<file path="src/rtl/snk_video_pkg.sv">
// Purpose: shared 9-bit raster count type, default SNK timing constants, window decode helper.
// Latency: n/a (types, constants and a combinational function only).
// Backpressure: n/a.
package snk_video_pkg;

   typedef logic [8:0] cnt9_t;

   localparam cnt9_t CNT_MAX        = 9'h1FF;

   localparam cnt9_t DEF_H_PRELOAD  = 9'h080;
   localparam cnt9_t DEF_V_PRELOAD  = 9'h0F8;
   localparam cnt9_t DEF_HB_END     = 9'h0C0;
   localparam cnt9_t DEF_HB_START   = 9'h1C0;
   localparam cnt9_t DEF_HS_START   = 9'h088;
   localparam cnt9_t DEF_HS_END     = 9'h0A8;
   localparam cnt9_t DEF_VB_END     = 9'h110;
   localparam cnt9_t DEF_VB_START   = 9'h1F0;
   localparam cnt9_t DEF_VS_START   = 9'h0F8;
   localparam cnt9_t DEF_VS_END     = 9'h100;

   // Start-inclusive, end-exclusive unsigned window test.
   function automatic logic in_window(cnt9_t cnt, cnt9_t win_start, cnt9_t win_end);
      return (cnt >= win_start) && (cnt < win_end);
   endfunction

endpackage

</file>
<file path="src/rtl/hv_window_decode.sv">
// Purpose: flags whether a raster count lies inside a [start,end) window.
// Latency: combinational, zero cycles.
// Backpressure: none; pure decode.
module hv_window_decode
   import snk_video_pkg::*;
(
   input  cnt9_t cnt_i,
   input  cnt9_t start_i,
   input  cnt9_t end_i,
   output logic  in_win_o
);

   assign in_win_o = in_window(cnt_i, start_i, end_i);

endmodule

</file>
<file path="src/rtl/snk_hv_timing_ctrl.sv">
// Purpose: cascaded H/V preloadable raster counters with blank/sync windows, frame strobe, VBLANK IRQ latch.
// Latency: flags registered from next-count decode, so they change in the same Clk as hcnt/vcnt.
// Backpressure: ce_pix low or freeze high holds all counts and flags; irq_ack is always honoured.
// Optional feature macro HSYNC_ADJ_EN: adds signed hs_adj port shifting the hsync window, captured per frame.
module snk_hv_timing_ctrl
   import snk_video_pkg::*;
#(
   parameter cnt9_t H_PRELOAD = DEF_H_PRELOAD,
   parameter cnt9_t V_PRELOAD = DEF_V_PRELOAD,
   parameter cnt9_t HB_END    = DEF_HB_END,
   parameter cnt9_t HB_START  = DEF_HB_START,
   parameter cnt9_t HS_START  = DEF_HS_START,
   parameter cnt9_t HS_END    = DEF_HS_END,
   parameter cnt9_t VB_END    = DEF_VB_END,
   parameter cnt9_t VB_START  = DEF_VB_START,
   parameter cnt9_t VS_START  = DEF_VS_START,
   parameter cnt9_t VS_END    = DEF_VS_END
)
(
   input  logic              Clk,
   input  logic              Clear_bar,
   input  logic              ce_pix,
   input  logic              freeze,
   input  logic              irq_ack,
`ifdef HSYNC_ADJ_EN
   input  logic signed [3:0] hs_adj,
`endif
   output logic [8:0]        hcnt,
   output logic [8:0]        vcnt,
   output logic              hblank,
   output logic              hsync,
   output logic              vblank,
   output logic              vsync,
   output logic              frame_start,
   output logic              irq_vblank
);

   cnt9_t hcnt_q, hcnt_d;
   cnt9_t vcnt_q, vcnt_d;
   logic  hblank_q, hsync_q, vblank_q, vsync_q;
   logic  frame_start_q, frame_start_d;
   logic  irq_q, irq_d;
   logic  advance, h_wrap, v_adv;
   logic  h_active, hs_win, v_active, vs_win;
   cnt9_t hs_start, hs_end;

   // Counter chain next state: H counts on advance, V counts on the H ripple carry.
   always_comb begin
      advance       = ce_pix & ~freeze;
      h_wrap        = (hcnt_q == CNT_MAX);
      v_adv         = advance & h_wrap;
      hcnt_d        = hcnt_q;
      vcnt_d        = vcnt_q;
      if (advance) begin
         hcnt_d = h_wrap ? H_PRELOAD : hcnt_q + 9'd1;
      end
      if (v_adv) begin
         vcnt_d = (vcnt_q == CNT_MAX) ? V_PRELOAD : vcnt_q + 9'd1;
      end
      frame_start_d = v_adv & (vcnt_q == CNT_MAX);
      // Set has priority over a coincident ack so an IRQ is never lost.
      irq_d = irq_q;
      if (irq_ack) begin
         irq_d = 1'b0;
      end
      if (v_adv && (vcnt_d == VB_START)) begin
         irq_d = 1'b1;
      end
   end

`ifdef HSYNC_ADJ_EN
   logic signed [3:0] adj_q, adj_d;
   cnt9_t             adj_ext;

   // New adjust takes effect together with the frame that starts on this advance.
   assign adj_d    = frame_start_d ? hs_adj : adj_q;
   assign adj_ext  = {{5{adj_d[3]}}, adj_d};
   assign hs_start = HS_START + adj_ext;
   assign hs_end   = HS_END + adj_ext;

   // Adjust register; only reloads at a frame boundary so a frame never tears.
   always_ff @(posedge Clk or negedge Clear_bar) begin
      if (!Clear_bar) begin
         adj_q <= '0;
      end else begin
         adj_q <= adj_d;
      end
   end
`else
   assign hs_start = HS_START;
   assign hs_end   = HS_END;
`endif

   hv_window_decode u_hblank (.cnt_i(hcnt_d), .start_i(HB_END),   .end_i(HB_START), .in_win_o(h_active));
   hv_window_decode u_hsync  (.cnt_i(hcnt_d), .start_i(hs_start), .end_i(hs_end),   .in_win_o(hs_win));
   hv_window_decode u_vblank (.cnt_i(vcnt_d), .start_i(VB_END),   .end_i(VB_START), .in_win_o(v_active));
   hv_window_decode u_vsync  (.cnt_i(vcnt_d), .start_i(VS_START), .end_i(VS_END),   .in_win_o(vs_win));

   // State registers; reset flags are the window decode of the preload counts.
   always_ff @(posedge Clk or negedge Clear_bar) begin
      if (!Clear_bar) begin
         hcnt_q        <= H_PRELOAD;
         vcnt_q        <= V_PRELOAD;
         hblank_q      <= ~in_window(H_PRELOAD, HB_END, HB_START);
         hsync_q       <= in_window(H_PRELOAD, HS_START, HS_END);
         vblank_q      <= ~in_window(V_PRELOAD, VB_END, VB_START);
         vsync_q       <= in_window(V_PRELOAD, VS_START, VS_END);
         frame_start_q <= 1'b0;
         irq_q         <= 1'b0;
      end else begin
         hcnt_q        <= hcnt_d;
         vcnt_q        <= vcnt_d;
         hblank_q      <= ~h_active;
         hsync_q       <= hs_win;
         vblank_q      <= ~v_active;
         vsync_q       <= vs_win;
         frame_start_q <= frame_start_d;
         irq_q         <= irq_d;
      end
   end

   assign hcnt        = hcnt_q;
   assign vcnt        = vcnt_q;
   assign hblank      = hblank_q;
   assign hsync       = hsync_q;
   assign vblank      = vblank_q;
   assign vsync       = vsync_q;
   assign frame_start = frame_start_q;
   assign irq_vblank  = irq_q;

endmodule

</file>
<file path="config.mk">
export PLATFORM = sky130hd
export DESIGN_NAME = snk_hv_timing_ctrl
export DESIGN_NICKNAME = d
export VERILOG_FILES = /design/src/rtl/snk_video_pkg.sv /design/src/rtl/hv_window_decode.sv /design/src/rtl/snk_hv_timing_ctrl.sv
export SDC_FILE = /design/constraint.sdc
export NUM_CORES = 1
export LEC_CHECK = 0
export BUFFER_PORTS_ARGS = -buffer_cell sky130_fd_sc_hd__buf_4
export CAP_MARGIN = 10
export CORE_MARGIN = 5
export CORE_UTILIZATION = 45
export CTS_BUF_LIST = sky130_fd_sc_hd__clkbuf_4
export DETAILED_ROUTE_END_ITERATION = 6
export GPL_ROUTABILITY_DRIVEN = 0
export PLACE_DENSITY = 0.76
export SYNTH_ARGS = -nofsm -noshare
export SYNTH_HDL_FRONTEND = slang
export SYNTH_SLANG_ARGS = --single-unit
</file>
<file path="constraint.sdc">
create_clock -name Clk -period 3.4 [get_ports Clk]
set_clock_uncertainty 0.1 [all_clocks]
set_input_delay 0.51 -clock Clk [delete_from_list [all_inputs] [get_ports Clk]]
set_output_delay 0.51 -clock Clk [all_outputs]
set_load 0.03 [all_outputs]
</file>
==> flow_metrics.py, run 1 <==
metrics = {
    "setup_path": {
        "worstPathRequired_ns": 3.52,
        "cp_data_arrival_time_ns": 2.98,
        "crit_type": "flop to flop",
        "cp_max_fo": 17,
        "end_kind": "flop",
        "critPathLaunchType": "flop",
    },
    "floorplanning": {
        "die_w_um": 66.7,
        "core.rowCount": 20,
        "die_y_um": 66.7,
        "die_area_um2": 4440,
        "io_pins": 29,
        "initial_core_util": 0.470,
        "core_um2": 3080,
    },
    "timing": {
        "period_share": 0.841,
        "setup_tns_ns": 0,
        "worst_pin_slew_ns": 0.437,
        "finalMaxSlewViolations": 0,
        "max_clock_freq_mhz": 350,
        "rsz0062_at_grt": "false",
        "setup_viol": 0,
        "hold_viol": 0,
        "slew-limit-headroom": 0.709,
        "finalCriticalPeriod_ns": 2.86,
    },
    "layout": {
        "final_layout_size_suffix_gt1_frac": 0.308,
        "antenna_cells": 0,
        "nets": 182,
        "fin_area_um2": 1690,
        "layout_commonest_cell": "buf_4",
        "syn2layout_area_growth_pct": 17.1,
        "fillers": 272,
        "layout_common_cells": "buf_4, nor2_1, dfrtp_1",
    },
    "cts": {
        "clk_pin_slew_ns": 0.14,
        "cts_sinks": 24,
        "h-tree-depth": 1,
        "cts_root_buf": "clkbuf_4",
        "cts_buffers": 3,
        "postCtsSetupRepairBufs": 0,
        "clk_latency_ns": 0.32,
        "cts_buffer_depth": 2,
        "cts_tree": "yes",
    },
    "power": {
        "power.density_nw_per_um2": 445,
        "p_leak_nw": 0.780,
        "peakVddDrop_uv": 266,
        "fin_total_pwr_mw": 0.752,
    },
    "route": {
        "final_antenna_net_count": 0,
        "via_per_inst": 5.44,
        "drtPass1Iterations": 5,
        "wl_per_cell_um": 14.1,
        "drcViolationCount": 0,
        "via_count": 1175,
        "wirelength_mm": 3.04,
        "drt_first_iter_violations": 56,
    },
    "grt": {
        "grt_first_pass_wirelength_mm": 5.29,
        "antenna_found_initial": 0,
        "grt_max_degree": 25,
        "grt.overflow.total": 0,
        "grt_util_all_layers": 0.153,
        "grt_pass1_vias": 1145,
    },
    "synthesis": {
        "syn_nets": 157,
        "synth_top_area_share": 0.260,
        "yosys_warnings": 0,
        "synth_area_um2": 1450,
        "synthTopCellsByArea": "dfrtp_1, dfstp_2, nor2_1, ha_1, nand2_1",
        "synthCells": 148,
        "synth_ff_type": "dfrtp_1",
        "postSynth.asyncResetShare": 1.00,
        "syn_avg_cell_area_um2": 9.76,
        "yosysTopAreaCell": "dfrtp_1",
        "synthDistinctLibCells": 47,
        "synth_edf_count": 0,
        "ys_ff_latch": 24,
        "yosysSeqAreaShare": 0.423,
    },
    "run": {
        "timing.max_cap.violations": 0,
    },
    "placed_design": {
        "placedInstanceArea_um2": 1660,
        "dp_hpwl_mm": 2.18,
        "port_buffers": 28,
    },
    "run_status": {
        "status": "completed",
    },
    "min_path": {
        "worstHoldPathType": "input pin to flop",
    },
}
## layout make-up
cell class,instances,area (um2),area share
well taps,44,55.1,0.0325
flip-flops and latches,24,612,0.362
clock inverters,1,3.75,0.00222
multi-input cells,110,759,0.449
inverters,5,18.8,0.0111
clock buffers,3,22.5,0.0133
repair buffers,29,220,0.130
## sequential cells by signal (all words and copies together), names as in the netlist
register / cells
hcnt: 9
vcnt: 9
frame_start: 1
hblank: 1
hsync: 1
irq_vblank: 1
vblank: 1
vsync: 1
## power breakdown
part	switching (mW)	internal [mW]
Clock	0.0872	0.0430
Sequential	0.0512	0.321
Combinational	0.153	0.0964
## cell families (layout without fill, tap and decap cells)
family / count (synthesis) / after routing / synth area share
AO/OA/AOI/OAI: 31 / 31 / 0.180
multiplexers: 2 / 2 / 0.0156
AND/OR/NAND/NOR: 69 / 69 / 0.271
buffers and inverters: 14 / 38 / 0.0511
adder cells (fa/ha/maj): 4 / 4 / 0.0346
flip-flops: 24 / 24 / 0.423
XOR/XNOR: 4 / 4 / 0.0242
## cell usage after synthesis (all sizes together), types with 2 or more instances
cell type  instances
dfrtp             15
nand2             11
o21ai              7
nand3              6
and2               2
ha                 4
inv                5
a21oi              7
nand3b             3
buf                7
o311ai             3
o22a               2
nor2b              2
xnor2              2
clkbuf             2
nand4              3
or3                2
xor2               2
nand2b             5
a311oi             2
nor3               6
mux2               2
dfstp              9
and3               4
nor4               3
nor2              16
a21o               2
and4               2
## what timing repair did
action | in CTS | in global routing
hold buffers | 1 | 0
hold endpoints to repair | 15 | 0
resized for setup | 0 | 0
## critical path: stages, from the launching register on
cell	delay [ns]
dfrtp_1	0.46
ha_1	0.20
nand3_1	0.09
nor2_1	0.17
and3_1	0.18
ha_1	0.32
nand3b_2	0.35
o311ai_2	0.20
o41ai_2	0.14
or3_1	0.37
and4_1	0.19
## worst paths after layout
path	from	to	slack, ns	cells past startpoint
setup reg to reg	hcnt[0]	hsync	0.54	10
setup / recovery	hcnt[0]	hsync	0.54	10
hold / removal	irq_ack	irq_vblank	0.28	2
min in group asynchronous	Clear_bar	hcnt[6]	0.50	2
hold reg to reg	irq_vblank	irq_vblank	0.44	2
max in group asynchronous	Clear_bar	vsync	2.40	2
## per-layer routing
| layer | vias to the layer above | share of wire | routed length, um | global-route usage |
|---|---|---|---|---|
| li1 | 589 | - | - | - |
| met1 | 548 | 0.48 | 1450 | 0.204 |
| met2 | 30 | 0.46 | 1400 | 0.241 |
| met3 | 8 | 0.042 | 127 | 0.0320 |
| met4 | 0 | 0.020 | 61 | 0.0635 |
| met5 | - | 0 | 0 | 0 |
## per-stage QoR
step / utilization / setup WS [ns] / cells / hold slack [ns]
3_5_place_dp: 0.538 / 0.562 / 211 / 0.327
4_1_cts: 0.550 / 0.549 / 216 / 0.263
2_1_floorplan: - / 0.788 / 148 / 0.114
5_1_grt: 0.550 / 0.307 / 216 / 0.255
6_report: 0.550 / 0.541 / 216 / 0.276
3_3_place_gp: 0.538 / 0.734 / 211 / 0.322
(Power assumes the default switching activity.)
==> run 2: changes to the inputs <==
--- a/config.mk
+++ b/config.mk
@@ -5,6 +5,7 @@
 export SDC_FILE = /design/constraint.sdc
 export NUM_CORES = 1
 export LEC_CHECK = 0
+export ABC_AREA = 1
 export BUFFER_PORTS_ARGS = -buffer_cell sky130_fd_sc_hd__buf_4
 export CAP_MARGIN = 10
 export CORE_MARGIN = 5
@@ -12,7 +13,7 @@
 export CTS_BUF_LIST = sky130_fd_sc_hd__clkbuf_4
 export DETAILED_ROUTE_END_ITERATION = 6
 export GPL_ROUTABILITY_DRIVEN = 0
-export PLACE_DENSITY = 0.76
+export PLACE_DENSITY = 0.79
 export SYNTH_ARGS = -nofsm -noshare
 export SYNTH_HDL_FRONTEND = slang
 export SYNTH_SLANG_ARGS = --single-unit
==> constraint.sdc (replaced) <==
create_clock -name Clk -period 2.6 [get_ports Clk]
set_clock_uncertainty 0.1 [all_clocks]
set_input_delay 0.39 -clock Clk [delete_from_list [all_inputs] [get_ports Clk]]
set_output_delay 0.39 -clock Clk [all_outputs]
set_load 0.03 [all_outputs]
==> flow_metrics.py, run 2 <==
metrics = {
    "cts": {
        "clk_pin_slew_ns": 0.13,
        "cts_root_buf": "clkbuf_4",
        "cts_tree": "yes",
        "cts_sinks": 24,
        "h-tree-depth": 1,
        "clk_latency_ns": 0.31,
        "cts_buffer_depth": 2,
        "cts_buffers": 3,
    },
    "setup_path": {
        "critPathLaunchType": "flop",
        "cp_data_arrival_time_ns": 2.49,
        "crit_type": "flop to flop",
        "end_kind": "flop",
        "r2r_slack_ns": 0.27,
        "worstPathRequired_ns": 2.76,
        "cp_max_fo": 15,
    },
    "synthesis": {
        "synthDistinctLibCells": 24,
        "synth_compound_area_frac": 0.0754,
        "synth_top_area_share": 0.276,
        "syn_nets": 179,
        "postSynth.asyncResetShare": 1.00,
        "syn_avg_cell_area_um2": 8.01,
        "yosysMostFrequentCell": "nand2_1",
        "yosysSeqAreaShare": 0.449,
        "muxShareOfSynthArea": 0,
        "yosys_warnings": 0,
        "synth_edf_count": 0,
        "yosysTopAreaCell": "dfrtp_1",
        "synthTopCellsByArea": "dfrtp_1, dfstp_2, nand2_1, inv_1, nand3_1",
        "ys_ff_latch": 24,
        "synthCells": 170,
        "synth_area_um2": 1360,
        "synth-simple-area-share": 0.346,
        "yosys-top-cells-count": "nand2_1, inv_1, nand3_1",
        "synth_xor_area_frac": 0,
        "synthAdderAreaFrac": 0.0368,
        "synth_ff_type": "dfrtp_1",
        "synth_top_family_by_area": "simple AND/OR/NAND/NOR gates",
    },
    "layout": {
        "seq_area_um2": 612,
        "finalNonFillerCells": 235,
        "fin_area_um2": 1640,
        "nets": 212,
        "multi_input_area_um2": 623,
        "fillers": 277,
        "antenna_cells": 0,
        "layout_common_cells": "nand2_1, inv_1, buf_4",
        "layout_commonest_cell": "nand2_1",
        "final_core_util": 0.550,
        "syn2layout_area_growth_pct": 20.4,
        "final_layout_size_suffix_gt1_frac": 0.277,
    },
    "power": {
        "p_leak_nw": 0.794,
        "fin_total_pwr_mw": 1.34,
        "power.density_nw_per_um2": 815,
        "peakVddDrop_uv": 442,
    },
    "floorplanning": {
        "die_w_um": 65,
        "io_pins": 29,
        "core.rowCount": 20,
        "core_um2": 2980,
        "die_area_um2": 4230,
        "initial_core_util": 0.457,
        "die_y_um": 65,
    },
    "timing": {
        "rsz0062_at_grt": "false",
        "hold_viol": 0,
        "worst_pin_slew_ns": 0.299,
        "finalMaxSlewViolations": 0,
        "setup_tns_ns": 0,
        "max_clock_freq_mhz": 430,
        "finalCriticalPeriod_ns": 2.33,
        "period_share": 0.895,
        "slew-limit-headroom": 0.798,
        "setup_viol": 0,
    },
    "grt": {
        "grt_max_degree": 25,
        "grt.overflow.total": 0,
        "grt_pass1_vias": 1109,
        "grt_first_pass_wirelength_mm": 4.82,
        "antenna_found_initial": 0,
        "grt_util_all_layers": 0.146,
    },
    "route": {
        "drt_first_iter_violations": 59,
        "wirelength_mm": 2.83,
        "final_antenna_net_count": 0,
        "via_per_inst": 5.07,
        "drtPass1Iterations": 4,
        "via_count": 1192,
        "drcViolationCount": 0,
        "wl_per_cell_um": 12.0,
    },
    "placed_design": {
        "dpl.cell_count": 230,
        "dp_hpwl_mm": 2.22,
        "port_buffers": 28,
        "placedInstanceArea_um2": 1600,
    },
    "run_status": {
        "status": "completed",
    },
    "min_path": {
        "worstHoldPathType": "input pin to flop",
    },
    "run": {
        "timing.max_cap.violations": 0,
    },
}
-- run 2: cell types whose count changed in the layout (fill, tap and decap cells not counted), moves of 3 or more --
cell / before / now
nor2_4: 0 / 5
a21oi_1: 7 / 3
nand4_1: 2 / 5
nand2b_1: 4 / 0
nand2_1: 11 / 42
nand3_1: 6 / 21
and3_1: 4 / 0
inv_1: 5 / 28
nor3_1: 5 / 0
-- run 2: logic make-up (layout without fill, tap and decap cells) --
group / count (synthesis) / count (layout)
compound gates: 17 / 17
simple gates: 94 / 94
flops: 24 / 24
fa+ha+maj: 4 / 4
buf+inv: 31 / 63
-- run 2: where the power goes --
group / internal (mW) / switching (mW)
registers: 0.465 / 0.0888
logic: 0.211 / 0.390
clock network: 0.0703 / 0.110
-- run 2: final timing paths --
path,start,end,cells after the start
min in group asynchronous,Clear_bar,hcnt[4],2
min,irq_ack,irq_vblank,4
max reg2reg,hcnt[3],irq_vblank,14
min reg2reg,irq_vblank,irq_vblank,2
max,hcnt[3],irq_vblank,14
max in group asynchronous,Clear_bar,vblank,2
-- run 2: through the flow --
stage / hold slack, ns / worst slack, ns
detailed placement: 0.205 / 0.284
finish: 0.190 / 0.274
floorplan: -0.00559 / 0.469
CTS: 0.187 / 0.260
global placement: 0.203 / 0.361
global route: 0.204 / 0.00940
-- run 2: final cells by class --
cell class                      count  share of cell area
Multi-Input combinational cell    115               0.380
Clock buffer                        4              0.0183
Sequential cell                    24               0.373
Inverter                           30              0.0687
Timing Repair Buffer               29               0.134
Tap cell                           33              0.0252
-- run 2: critical path: stages, from the launching register on --
cell and delay (ns):
dfrtp_1 0.47, nand2_1 0.12, nor2_4 0.13, nand4_1 0.09
nor2_1 0.10, ha_1 0.23, nand3_4 0.22, inv_2 0.20
nand2_1 0.08, o21a_1 0.14, nor2_1 0.10, nand2_1 0.06
nor2_1 0.10, nand2_1 0.07, nand2_1 0.05
-- run 2: what timing repair did --
| item | 4_1_cts | 5_1_grt |
|---|---|---|
| setup buffers | 0 | 0 |
| hold buffers | 1 | 0 |
| gates resized for setup | 0 | 0 |
| hold endpoints to repair | 15 | 0 |
-- run 2: per-layer routing --
layer	vias up	global-route usage	wire, um
met2	38	0.235	1320
met1	544	0.194	1310
met3	4	0.0208	148
li1	606	-	-
met4	0	0.0633	53
met5	-	0	0
